--- src/rtl/mem_access_if.sv ---
// mem_access_if: execute-side handshake, data-bus request/response and writeback-side
// signals of the memory stage. master = surrounding pipeline and bus, slave = mem_access.
interface mem_access_if;
  logic        in_valid;
  logic        in_ready;
  logic [31:0] in_result;
  logic [31:0] in_wdata;
  logic        in_memread;
  logic        in_memwrite;
  logic        in_signed;
  logic [1:0]  in_size;
  logic [4:0]  in_writereg;
  logic        in_regwrite;

  logic        dreq_valid;
  logic [31:0] dreq_addr;
  logic        dreq_write;
  logic [1:0]  dreq_size;
  logic [3:0]  dreq_strobe;
  logic [31:0] dreq_wdata;
  logic        dreq_addr_ok;
  logic        dresp_data_ok;
  logic [31:0] dresp_data;

  logic        out_valid;
  logic        out_ready;
  logic [31:0] out_result;
  logic [4:0]  out_writereg;
  logic        out_regwrite;
  logic        out_exc_adel;
  logic        out_exc_ades;
  logic [31:0] out_badvaddr;

  modport master (
    output in_valid, in_result, in_wdata, in_memread, in_memwrite, in_signed, in_size,
           in_writereg, in_regwrite,
    input  in_ready,
    input  dreq_valid, dreq_addr, dreq_write, dreq_size, dreq_strobe, dreq_wdata,
    output dreq_addr_ok, dresp_data_ok, dresp_data,
    output out_ready,
    input  out_valid, out_result, out_writereg, out_regwrite, out_exc_adel, out_exc_ades,
           out_badvaddr
  );

  modport slave (
    input  in_valid, in_result, in_wdata, in_memread, in_memwrite, in_signed, in_size,
           in_writereg, in_regwrite,
    output in_ready,
    output dreq_valid, dreq_addr, dreq_write, dreq_size, dreq_strobe, dreq_wdata,
    input  dreq_addr_ok, dresp_data_ok, dresp_data,
    input  out_ready,
    output out_valid, out_result, out_writereg, out_regwrite, out_exc_adel, out_exc_ades,
           out_badvaddr
  );
endinterface

--- src/rtl/mem_access.sv ---
// mem_access: memory stage; issues one data-bus request per load/store and hands the result on.
// Define MEM_ADDR_ERR_EN to trap misaligned half/word accesses instead of aligning them.
module mem_access (
  input  logic        clk,
  input  logic        resetn,
  input  logic        flush,
  mem_access_if.slave bus
);
  typedef enum logic [1:0] {IDLE, REQ, WAIT, DONE} state_e;

  typedef struct packed {
    logic [31:0] result;
    logic [31:0] wdata;
    logic        memread;
    logic        memwrite;
    logic        sext;
    logic [1:0]  size;      // 0 byte, 1 half, 2 word (3 folded to 2 on capture)
    logic [4:0]  writereg;
    logic        regwrite;
  } txn_t;

  state_e      state_q, state_d;
  txn_t        txn_q, txn_d;
  logic [31:0] result_q, result_d;
  logic        drop_q, drop_d;

  logic        in_ready;
  logic        accept;
  logic        is_mem;
  logic        addr_err;
  logic        is_load;
  logic [31:0] addr_al;
  logic [15:0] lane_data;
  logic [31:0] load_val;
  logic [3:0]  strobe;
  logic [31:0] wdata_rep;

  assign is_mem   = bus.in_memread | bus.in_memwrite;
  assign in_ready = ~flush & ((state_q == IDLE) | ((state_q == DONE) & bus.out_ready));
  assign accept   = bus.in_valid & in_ready;
  assign is_load  = txn_q.memread & ~txn_q.memwrite;

`ifdef MEM_ADDR_ERR_EN
  logic        exc_adel_q, exc_adel_d;
  logic        exc_ades_q, exc_ades_d;
  logic [31:0] badvaddr_q, badvaddr_d;
  logic        misaligned;

  assign misaligned = ((bus.in_size == 2'd1) & bus.in_result[0]) |
                      (bus.in_size[1] & (bus.in_result[1:0] != 2'b00));
  assign addr_err   = is_mem & misaligned;
`else
  assign addr_err   = 1'b0;
`endif

  // Natural alignment of the issued address; misaligned ops never reach the bus when trapped.
  always_comb begin
    addr_al = txn_q.result;
    case (txn_q.size)
      2'd1:    addr_al[0]   = 1'b0;
      2'd2:    addr_al[1:0] = 2'b00;
      default: ;
    endcase
  end

  always_comb begin
    strobe    = 4'b0000;
    wdata_rep = 32'h0;
    if (txn_q.memwrite) begin
      case (txn_q.size)
        2'd0: begin
          strobe    = 4'b0001 << addr_al[1:0];
          wdata_rep = {4{txn_q.wdata[7:0]}};
        end
        2'd1: begin
          strobe    = 4'b0011 << addr_al[1:0];
          wdata_rep = {2{txn_q.wdata[15:0]}};
        end
        default: begin
          strobe    = 4'b1111;
          wdata_rep = txn_q.wdata;
        end
      endcase
    end
  end

  assign lane_data = 16'(bus.dresp_data >> {addr_al[1:0], 3'b000});

  always_comb begin
    case (txn_q.size)
      2'd0:    load_val = {{24{txn_q.sext & lane_data[7]}}, lane_data[7:0]};
      2'd1:    load_val = {{16{txn_q.sext & lane_data[15]}}, lane_data[15:0]};
      default: load_val = bus.dresp_data;
    endcase
  end

  always_comb begin
    // NOTE: every target gets its hold value first, so no path through the case infers a latch.
    state_d  = state_q;
    txn_d    = txn_q;
    result_d = result_q;
    drop_d   = drop_q;
`ifdef MEM_ADDR_ERR_EN
    exc_adel_d = exc_adel_q;
    exc_ades_d = exc_ades_q;
    badvaddr_d = badvaddr_q;
`endif

    unique case (state_q)
      REQ: begin
        if (bus.dreq_addr_ok) begin
          if (bus.dresp_data_ok) begin
            state_d = flush ? IDLE : DONE;
            if (!flush && is_load) result_d = load_val;
          end else begin
            // Bus has taken the request; a flush now can only discard the response.
            state_d = WAIT;
            drop_d  = flush;
          end
        end else if (flush) begin
          state_d = IDLE;
        end
      end
      WAIT: begin
        if (bus.dresp_data_ok) begin
          drop_d = 1'b0;
          if (drop_q || flush) begin
            state_d = IDLE;
          end else begin
            state_d = DONE;
            if (is_load) result_d = load_val;
          end
        end else if (flush) begin
          drop_d = 1'b1;
        end
      end
      DONE: begin
        if (flush || bus.out_ready) state_d = IDLE;
      end
      default: ;
    endcase

    if (accept) begin
      txn_d.result   = bus.in_result;
      txn_d.wdata    = bus.in_wdata;
      txn_d.memread  = bus.in_memread;
      txn_d.memwrite = bus.in_memwrite;
      txn_d.sext     = bus.in_signed;
      txn_d.size     = bus.in_size[1] ? 2'd2 : bus.in_size;
      txn_d.writereg = bus.in_writereg;
      txn_d.regwrite = bus.in_regwrite & ~addr_err;
      result_d       = bus.in_result;
      state_d        = (is_mem && !addr_err) ? REQ : DONE;
`ifdef MEM_ADDR_ERR_EN
      exc_adel_d = addr_err & ~bus.in_memwrite;
      exc_ades_d = addr_err & bus.in_memwrite;
      badvaddr_d = addr_err ? bus.in_result : 32'h0;
`endif
    end
  end

  always_ff @(posedge clk or negedge resetn) begin
    if (!resetn) begin
      state_q  <= IDLE;
      txn_q    <= '0;
      result_q <= 32'h0;
      drop_q   <= 1'b0;
`ifdef MEM_ADDR_ERR_EN
      exc_adel_q <= 1'b0;
      exc_ades_q <= 1'b0;
      badvaddr_q <= 32'h0;
`endif
    end else begin
      // NOTE: non-blocking so every flop samples the pre-edge values computed above.
      state_q  <= state_d;
      txn_q    <= txn_d;
      result_q <= result_d;
      drop_q   <= drop_d;
`ifdef MEM_ADDR_ERR_EN
      exc_adel_q <= exc_adel_d;
      exc_ades_q <= exc_ades_d;
      badvaddr_q <= badvaddr_d;
`endif
    end
  end

  assign bus.in_ready     = in_ready;
  assign bus.dreq_valid   = (state_q == REQ);
  assign bus.dreq_addr    = addr_al;
  assign bus.dreq_write   = txn_q.memwrite;
  assign bus.dreq_size    = txn_q.size;
  assign bus.dreq_strobe  = strobe;
  assign bus.dreq_wdata   = wdata_rep;

  assign bus.out_valid    = (state_q == DONE) & ~flush;
  assign bus.out_result   = result_q;
  assign bus.out_writereg = txn_q.writereg;
  assign bus.out_regwrite = txn_q.regwrite;
`ifdef MEM_ADDR_ERR_EN
  assign bus.out_exc_adel = exc_adel_q;
  assign bus.out_exc_ades = exc_ades_q;
  assign bus.out_badvaddr = badvaddr_q;
`else
  assign bus.out_exc_adel = 1'b0;
  assign bus.out_exc_ades = 1'b0;
  assign bus.out_badvaddr = 32'h0;
`endif
endmodule

--- src/flat_wrapper.sv ---
// flat-port wrapper written by rule: the top's interface ports become plain ports
module mem_access_flat 
  (clk, resetn, flush, bus_in_valid, bus_in_result, bus_in_wdata, bus_in_memread, bus_in_memwrite, bus_in_signed, bus_in_size, bus_in_writereg, bus_in_regwrite, bus_in_ready, bus_dreq_valid, bus_dreq_addr, bus_dreq_write, bus_dreq_size, bus_dreq_strobe, bus_dreq_wdata, bus_dreq_addr_ok, bus_dresp_data_ok, bus_dresp_data, bus_out_ready, bus_out_valid, bus_out_result, bus_out_writereg, bus_out_regwrite, bus_out_exc_adel, bus_out_exc_ades, bus_out_badvaddr);
  mem_access_if bus_i ();
  input  logic clk;
  input  logic resetn;
  input  logic flush;
  input wire logic [$bits(bus_i.in_valid)-1:0] bus_in_valid;
  input wire logic [$bits(bus_i.in_result)-1:0] bus_in_result;
  input wire logic [$bits(bus_i.in_wdata)-1:0] bus_in_wdata;
  input wire logic [$bits(bus_i.in_memread)-1:0] bus_in_memread;
  input wire logic [$bits(bus_i.in_memwrite)-1:0] bus_in_memwrite;
  input wire logic [$bits(bus_i.in_signed)-1:0] bus_in_signed;
  input wire logic [$bits(bus_i.in_size)-1:0] bus_in_size;
  input wire logic [$bits(bus_i.in_writereg)-1:0] bus_in_writereg;
  input wire logic [$bits(bus_i.in_regwrite)-1:0] bus_in_regwrite;
  output wire logic [$bits(bus_i.in_ready)-1:0] bus_in_ready;
  output wire logic [$bits(bus_i.dreq_valid)-1:0] bus_dreq_valid;
  output wire logic [$bits(bus_i.dreq_addr)-1:0] bus_dreq_addr;
  output wire logic [$bits(bus_i.dreq_write)-1:0] bus_dreq_write;
  output wire logic [$bits(bus_i.dreq_size)-1:0] bus_dreq_size;
  output wire logic [$bits(bus_i.dreq_strobe)-1:0] bus_dreq_strobe;
  output wire logic [$bits(bus_i.dreq_wdata)-1:0] bus_dreq_wdata;
  input wire logic [$bits(bus_i.dreq_addr_ok)-1:0] bus_dreq_addr_ok;
  input wire logic [$bits(bus_i.dresp_data_ok)-1:0] bus_dresp_data_ok;
  input wire logic [$bits(bus_i.dresp_data)-1:0] bus_dresp_data;
  input wire logic [$bits(bus_i.out_ready)-1:0] bus_out_ready;
  output wire logic [$bits(bus_i.out_valid)-1:0] bus_out_valid;
  output wire logic [$bits(bus_i.out_result)-1:0] bus_out_result;
  output wire logic [$bits(bus_i.out_writereg)-1:0] bus_out_writereg;
  output wire logic [$bits(bus_i.out_regwrite)-1:0] bus_out_regwrite;
  output wire logic [$bits(bus_i.out_exc_adel)-1:0] bus_out_exc_adel;
  output wire logic [$bits(bus_i.out_exc_ades)-1:0] bus_out_exc_ades;
  output wire logic [$bits(bus_i.out_badvaddr)-1:0] bus_out_badvaddr;
  assign bus_i.in_valid = bus_in_valid;
  assign bus_i.in_result = bus_in_result;
  assign bus_i.in_wdata = bus_in_wdata;
  assign bus_i.in_memread = bus_in_memread;
  assign bus_i.in_memwrite = bus_in_memwrite;
  assign bus_i.in_signed = bus_in_signed;
  assign bus_i.in_size = bus_in_size;
  assign bus_i.in_writereg = bus_in_writereg;
  assign bus_i.in_regwrite = bus_in_regwrite;
  assign bus_in_ready = bus_i.in_ready;
  assign bus_dreq_valid = bus_i.dreq_valid;
  assign bus_dreq_addr = bus_i.dreq_addr;
  assign bus_dreq_write = bus_i.dreq_write;
  assign bus_dreq_size = bus_i.dreq_size;
  assign bus_dreq_strobe = bus_i.dreq_strobe;
  assign bus_dreq_wdata = bus_i.dreq_wdata;
  assign bus_i.dreq_addr_ok = bus_dreq_addr_ok;
  assign bus_i.dresp_data_ok = bus_dresp_data_ok;
  assign bus_i.dresp_data = bus_dresp_data;
  assign bus_i.out_ready = bus_out_ready;
  assign bus_out_valid = bus_i.out_valid;
  assign bus_out_result = bus_i.out_result;
  assign bus_out_writereg = bus_i.out_writereg;
  assign bus_out_regwrite = bus_i.out_regwrite;
  assign bus_out_exc_adel = bus_i.out_exc_adel;
  assign bus_out_exc_ades = bus_i.out_exc_ades;
  assign bus_out_badvaddr = bus_i.out_badvaddr;
  mem_access u_core (.clk(clk), .resetn(resetn), .flush(flush), .bus(bus_i));
endmodule
--- config.mk ---
export PLATFORM = sky130hd
export DESIGN_NAME = mem_access_flat
export DESIGN_NICKNAME = d
export VERILOG_FILES = /design/src/rtl/mem_access_if.sv /design/src/rtl/mem_access.sv /design/src/flat_wrapper.sv
export SDC_FILE = /design/constraint.sdc
export NUM_CORES = 1
export LEC_CHECK = 0
export BUFFER_PORTS_ARGS = -buffer_cell sky130_fd_sc_hd__buf_2
export CAP_MARGIN = 5
export CORE_MARGIN = 4
export CORE_UTILIZATION = 50
export CTS_BUF_LIST = sky130_fd_sc_hd__clkbuf_2
export DETAILED_ROUTE_END_ITERATION = 10
export GPL_ROUTABILITY_DRIVEN = 0
export GPL_TIMING_DRIVEN = 0
export PLACE_DENSITY_LB_ADDON = 0.3
export SYNTH_ARGS = -nofsm -noshare
export SYNTH_HDL_FRONTEND = slang
export SYNTH_SLANG_ARGS = --single-unit
--- constraint.sdc ---
create_clock -name clk -period 3 [get_ports clk]
set_input_delay 0.45 -clock clk [delete_from_list [all_inputs] [get_ports clk]]
set_output_delay 0.45 -clock clk [all_outputs]
set_load 0.02 [all_outputs]
==> out/qor.yml <==
setup_path:
  setup.worst_path.start_class: "flop"
  critical_path_top_delay_cell: "sky130_fd_sc_hd__dfrtp_1"
  crit_end_category: "output port"
  slowest_delay_ns: 0.46
  path_depth: 7
  cp_data_arrival_time_ns: 2.40
  critical_path.reg2reg.startpoint: "u_core.bus.dreq_size[1]"
  cp_top_family: "buffers and inverters"
  critPathMaxFanout: 10
  crit_buf_inv: 3
  worst-endpoint-required_ns: 2.55
  critical_path.cell_chain: "inv_1, ha_1, nand2b_2, clkbuf_4, a21oi_4, nor2b_1, buf_2"
  worst-r2r-setup-slack_ns: 0.34
  reg2reg_depth: 9
  worstSetupPathType: "reg2out"
  rr_endpoint: "u_core.bus.out_result[22]"
clocking:
  cts.reportedPaths.clkPinSlew_ns: 0.31
  htree_levels: 3
  clock-root-buffer: "sky130_fd_sc_hd__clkbuf_2"
  clk-insertion-delay-late_ns: 0.60
  numClockSinks: 110
  tritoncts.num_buffers: 9
  cts_max_path_buffers: 2
  cts_tree: "yes"
sta:
  finalWorstPathRequiredPeriod_ns: 2.85
  finalHoldViolations: 0
  tightest_slew_ns: 0.753
  timing.max_slew.rel_slack_pct: 49.8
  clock_skew_ns: 0.0579
  min_period_over_period_pct: 95.1
  timing_max_transition_violations_final: 0
  hold-worst-slack_ns: 0.0425
  finalSetupViolCount: 0
  max_freq_mhz: 350
  grt_setup_unrepaired: "true"
synth:
  synth_compound_gate_area_share_pct: 15.7
  yosys.area_share.xor_xnor_pct: 0
  netlist_instances: 699
  synth_top_family_by_area: "simple AND/OR/NAND/NOR gates"
  synth.avg_cell_area_um2: 8.56
  yosysWarnings: 0
  post_synth_fa_ha_maj_area_fraction_pct: 0.627
  synth.ff_latch_count: 110
  synth_edf_count: 0
  summed_instance_area_of_the_synthesized_netlist_mm2: 0.00598
  netlist-cell-type-count: 47
  ys_async_sr_fraction_pct: 100
  synth_top_flop_cell: "sky130_fd_sc_hd__dfrtp_1"
  post_synth_and_or_nand_nor_area_fraction_pct: 23.0
  ys_seq_area_share_pct: 46.0
  synth.mux.area_fraction_pct: 2.40
placement:
  dpl.hpwl_um: 14700
  place.port_buffers: 225
  cell_count_after_placement: 1101
floorplanning:
  die_h_um: 117
  floorplan.core_area_mm2: 0.0116
  design.portCount: 260
  die_area_mm2: 0.0138
  std_cell_rows: 39
  die_w_um: 117
  floorplan.initialDensity_pct: 51.7
layout:
  finish.net_count: 1108
  post_route_cells_drive_above_1_share_pct: 35.0
  filler_cell_count_in_the_final_layout: 1011
  stdcell_count: 1142
  area_delta_synth_final_pct: 31.8
routing:
  detail-route-antenna-nets: 0
  finalWirelength_um: 19400
  drtPass1Iterations: 5
  num_vias: 5929
  drc: 0
  via_count_normalized_by_instance_count: 5.19
  avgRoutedWirePerCell_um: 17.0
  first_iter_violations: 515
grt:
  grt_overflow: 0
  globalRouteTotalUtil_pct: 27.2
  grt_first_pass_wirelength_um: 30300
  grt_pass1_vias: 5706
  grt_max_degree: 70
  number_of_antenna_violations_at_the_first_check_in_global_routing: 4
pwr:
  p_switching_mw: 4.08
  p_per_area_mw_per_mm2: 1060
  pwr-share-comb_pct: 59.4
  clkPwrFrac_pct: 8.3
  design_power_total_mw: 8.35
  p_seq_share_pct: 32.4
  p_int_mw: 4.27
  power.ir.vdd_worst_v: 0.000592
  swShare_pct: 48.9
  power_leakage_nw: 4.37
hold_path:
  min_to: "u_core.txn_q[16]"
  min_delay_path_depth: 3
  hp_class: "in2reg"
  holdCritStartpoint: "bus_in_wdata[5]"
status:
  status: "completed"
flow_run:
  cap_viol_max_count: 0
worst reg2reg max path, stage by stage, from the launching register on:
cell and delay, ns:
sky130_fd_sc_hd__dfrtp_1 0.45, sky130_fd_sc_hd__buf_4 0.15, sky130_fd_sc_hd__ha_1 0.16, sky130_fd_sc_hd__nand2b_1 0.18, sky130_fd_sc_hd__inv_2 0.19, sky130_fd_sc_hd__mux4_2 0.53, sky130_fd_sc_hd__and2_1 0.20, sky130_fd_sc_hd__o211ai_2 0.34
sky130_fd_sc_hd__buf_2 0.31, sky130_fd_sc_hd__nand3_1 0.11
cell usage after synthesis (2+ instances only):
cell | n | area, um^2
sky130_fd_sc_hd__a211oi_1 | 3 | 22.5
sky130_fd_sc_hd__a21boi_1 | 18 | 135
sky130_fd_sc_hd__a21oi_1 | 14 | 70.1
sky130_fd_sc_hd__a221o_1 | 9 | 90.1
sky130_fd_sc_hd__a22oi_1 | 24 | 180
sky130_fd_sc_hd__a31oi_1 | 7 | 43.8
sky130_fd_sc_hd__a32oi_1 | 9 | 78.8
sky130_fd_sc_hd__and2_1 | 9 | 56.3
sky130_fd_sc_hd__and3_1 | 7 | 43.8
sky130_fd_sc_hd__buf_1 | 4 | 15.0
sky130_fd_sc_hd__buf_2 | 9 | 45.0
sky130_fd_sc_hd__buf_4 | 72 | 541
sky130_fd_sc_hd__clkbuf_1 | 28 | 105
sky130_fd_sc_hd__dfrtp_1 | 110 | 2750
sky130_fd_sc_hd__ha_1 | 3 | 37.5
sky130_fd_sc_hd__inv_1 | 3 | 11.3
sky130_fd_sc_hd__inv_2 | 3 | 11.3
sky130_fd_sc_hd__mux2_1 | 8 | 90.1
sky130_fd_sc_hd__mux2i_1 | 2 | 20.0
sky130_fd_sc_hd__nand2_1 | 264 | 991
sky130_fd_sc_hd__nand2b_1 | 2 | 12.5
sky130_fd_sc_hd__nand3_1 | 18 | 90.1
sky130_fd_sc_hd__nand3b_1 | 3 | 22.5
sky130_fd_sc_hd__nor2_1 | 7 | 26.3
sky130_fd_sc_hd__nor2b_1 | 12 | 75.1
sky130_fd_sc_hd__o211ai_1 | 7 | 52.6
sky130_fd_sc_hd__o21a_1 | 2 | 15.0
sky130_fd_sc_hd__o21ai_0 | 4 | 20.0
sky130_fd_sc_hd__o21ai_1 | 7 | 35.0
sky130_fd_sc_hd__o221ai_1 | 7 | 61.3
sky130_fd_sc_hd__o22a_1 | 7 | 61.3
sky130_fd_sc_hd__or2_1 | 2 | 12.5
layout by cell type, fill, tap and decap left out, drive strengths merged, types with 2 or more instances in the layout:
cell           n
a31oi          7
mux2i          2
dfrtp        110
diode          3
a211oi         3
clkinv         4
o21ai         11
nor2b         12
conb          34
nand2b         2
nand3         18
a32oi          9
nand3b         3
or2            2
o221ai         7
and3           7
a21boi        18
o22a           7
ha             3
inv            9
buf          312
o211ai         8
nor2           8
nand2        264
o21a           2
and2           9
clkbuf        35
a22oi         24
a221o          9
mux2           9
dlygate4sd3   23
a21oi         14
per-layer routing:
layer	GRT usage [%]	share of wire, %	vias up
met5	0	0.036	-
met4	9.16	2.2	2
li1	-	-	2838
met1	37.0	42	2762
met3	6.50	8.9	40
met2	43.2	46	287
kinds of logic (layout without fill, tap and decap cells):
logic type	after synthesis	in the layout
other	1	37
multiplexers	12	12
adder cells (fa/ha/maj)	3	3
buffers and inverters	119	383
AND/OR/NAND/NOR	330	330
AO/OA/AOI/OAI	124	124
flip-flops	110	110
worst max path at each step:
stage	from	to	slack [ns]
floorplan	u_core.bus.dreq_size[1]	bus_dreq_wdata[24]	0.52
finish	u_core.bus.dreq_size[0]	bus_dreq_strobe[0]	0.15
global route	u_core.bus.dreq_size[0]	bus_dreq_strobe[0]	-0.04
detailed placement	u_core.bus.dreq_size[1]	bus_dreq_wdata[24]	0.002
CTS	u_core.bus.dreq_size[0]	bus_dreq_strobe[0]	-0.05
global placement	u_core.bus.dreq_size[1]	bus_dreq_wdata[29]	-0.03
sequential cells by signal (all words and copies together) (netlist names):
| register | count |
|---|---|
| u_core.bus.dreq_size | 2 |
| u_core.txn_q | 36 |
| u_core.state_q | 2 |
| u_core.drop_q | 1 |
| u_core.bus.out_result | 32 |
| u_core.bus.dreq_addr | 30 |
| u_core.bus.out_writereg | 5 |
| u_core.bus.dreq_write | 1 |
| u_core.bus.out_regwrite | 1 |
power by group through the flow:
stage	combinational [mW]	sequential [mW]	clock, mW
after global routing	5.40	2.79	0.762
after global placement	4.64	2.69	0
final	4.96	2.70	0.692
after CTS	4.87	2.68	0.697
after detailed placement	4.74	2.71	0
after floorplan	3.03	2.86	0
timing repair:
item | in CTS | in global routing
buffers inserted | 1 | 0
pin swaps | 0 | 0
resized for setup | 21 | 15
hold buffers | 6 | 17
endpoints found under the hold margin | 46 | 17
endpoints found under the setup margin | 23 | 24
per-stage QoR:
stage               area, um^2  utilization (%)  TNS [ns]  setup WS (ns)
floorplan                 6110                -         0          0.518
finish                    7890             68.2         0          0.146
detailed placement        7440             64.4         0        0.00180
global placement          7410             64.1   -0.0281        -0.0270
global route              7890             68.2   -0.0449        -0.0449
CTS                       7680             66.4   -0.0763        -0.0485
area by class of cell:
class / count / area (um^2) / area share (%)
Clock buffer: 9 / 45.0 / 0.571
Inverter: 6 / 22.5 / 0.286
Sequential cell: 110 / 2750 / 34.9
Antenna cell: 3 / 7.51 / 0.0952
Tap cell: 143 / 179 / 2.27
Clock inverter: 7 / 73.8 / 0.936
Multi-Input combinational cell: 503 / 2660 / 33.8
Timing Repair Buffer: 250 / 1400 / 17.7
Buffer: 111 / 744 / 9.44
No activity file was read; power rests on OpenSTA's default activity.
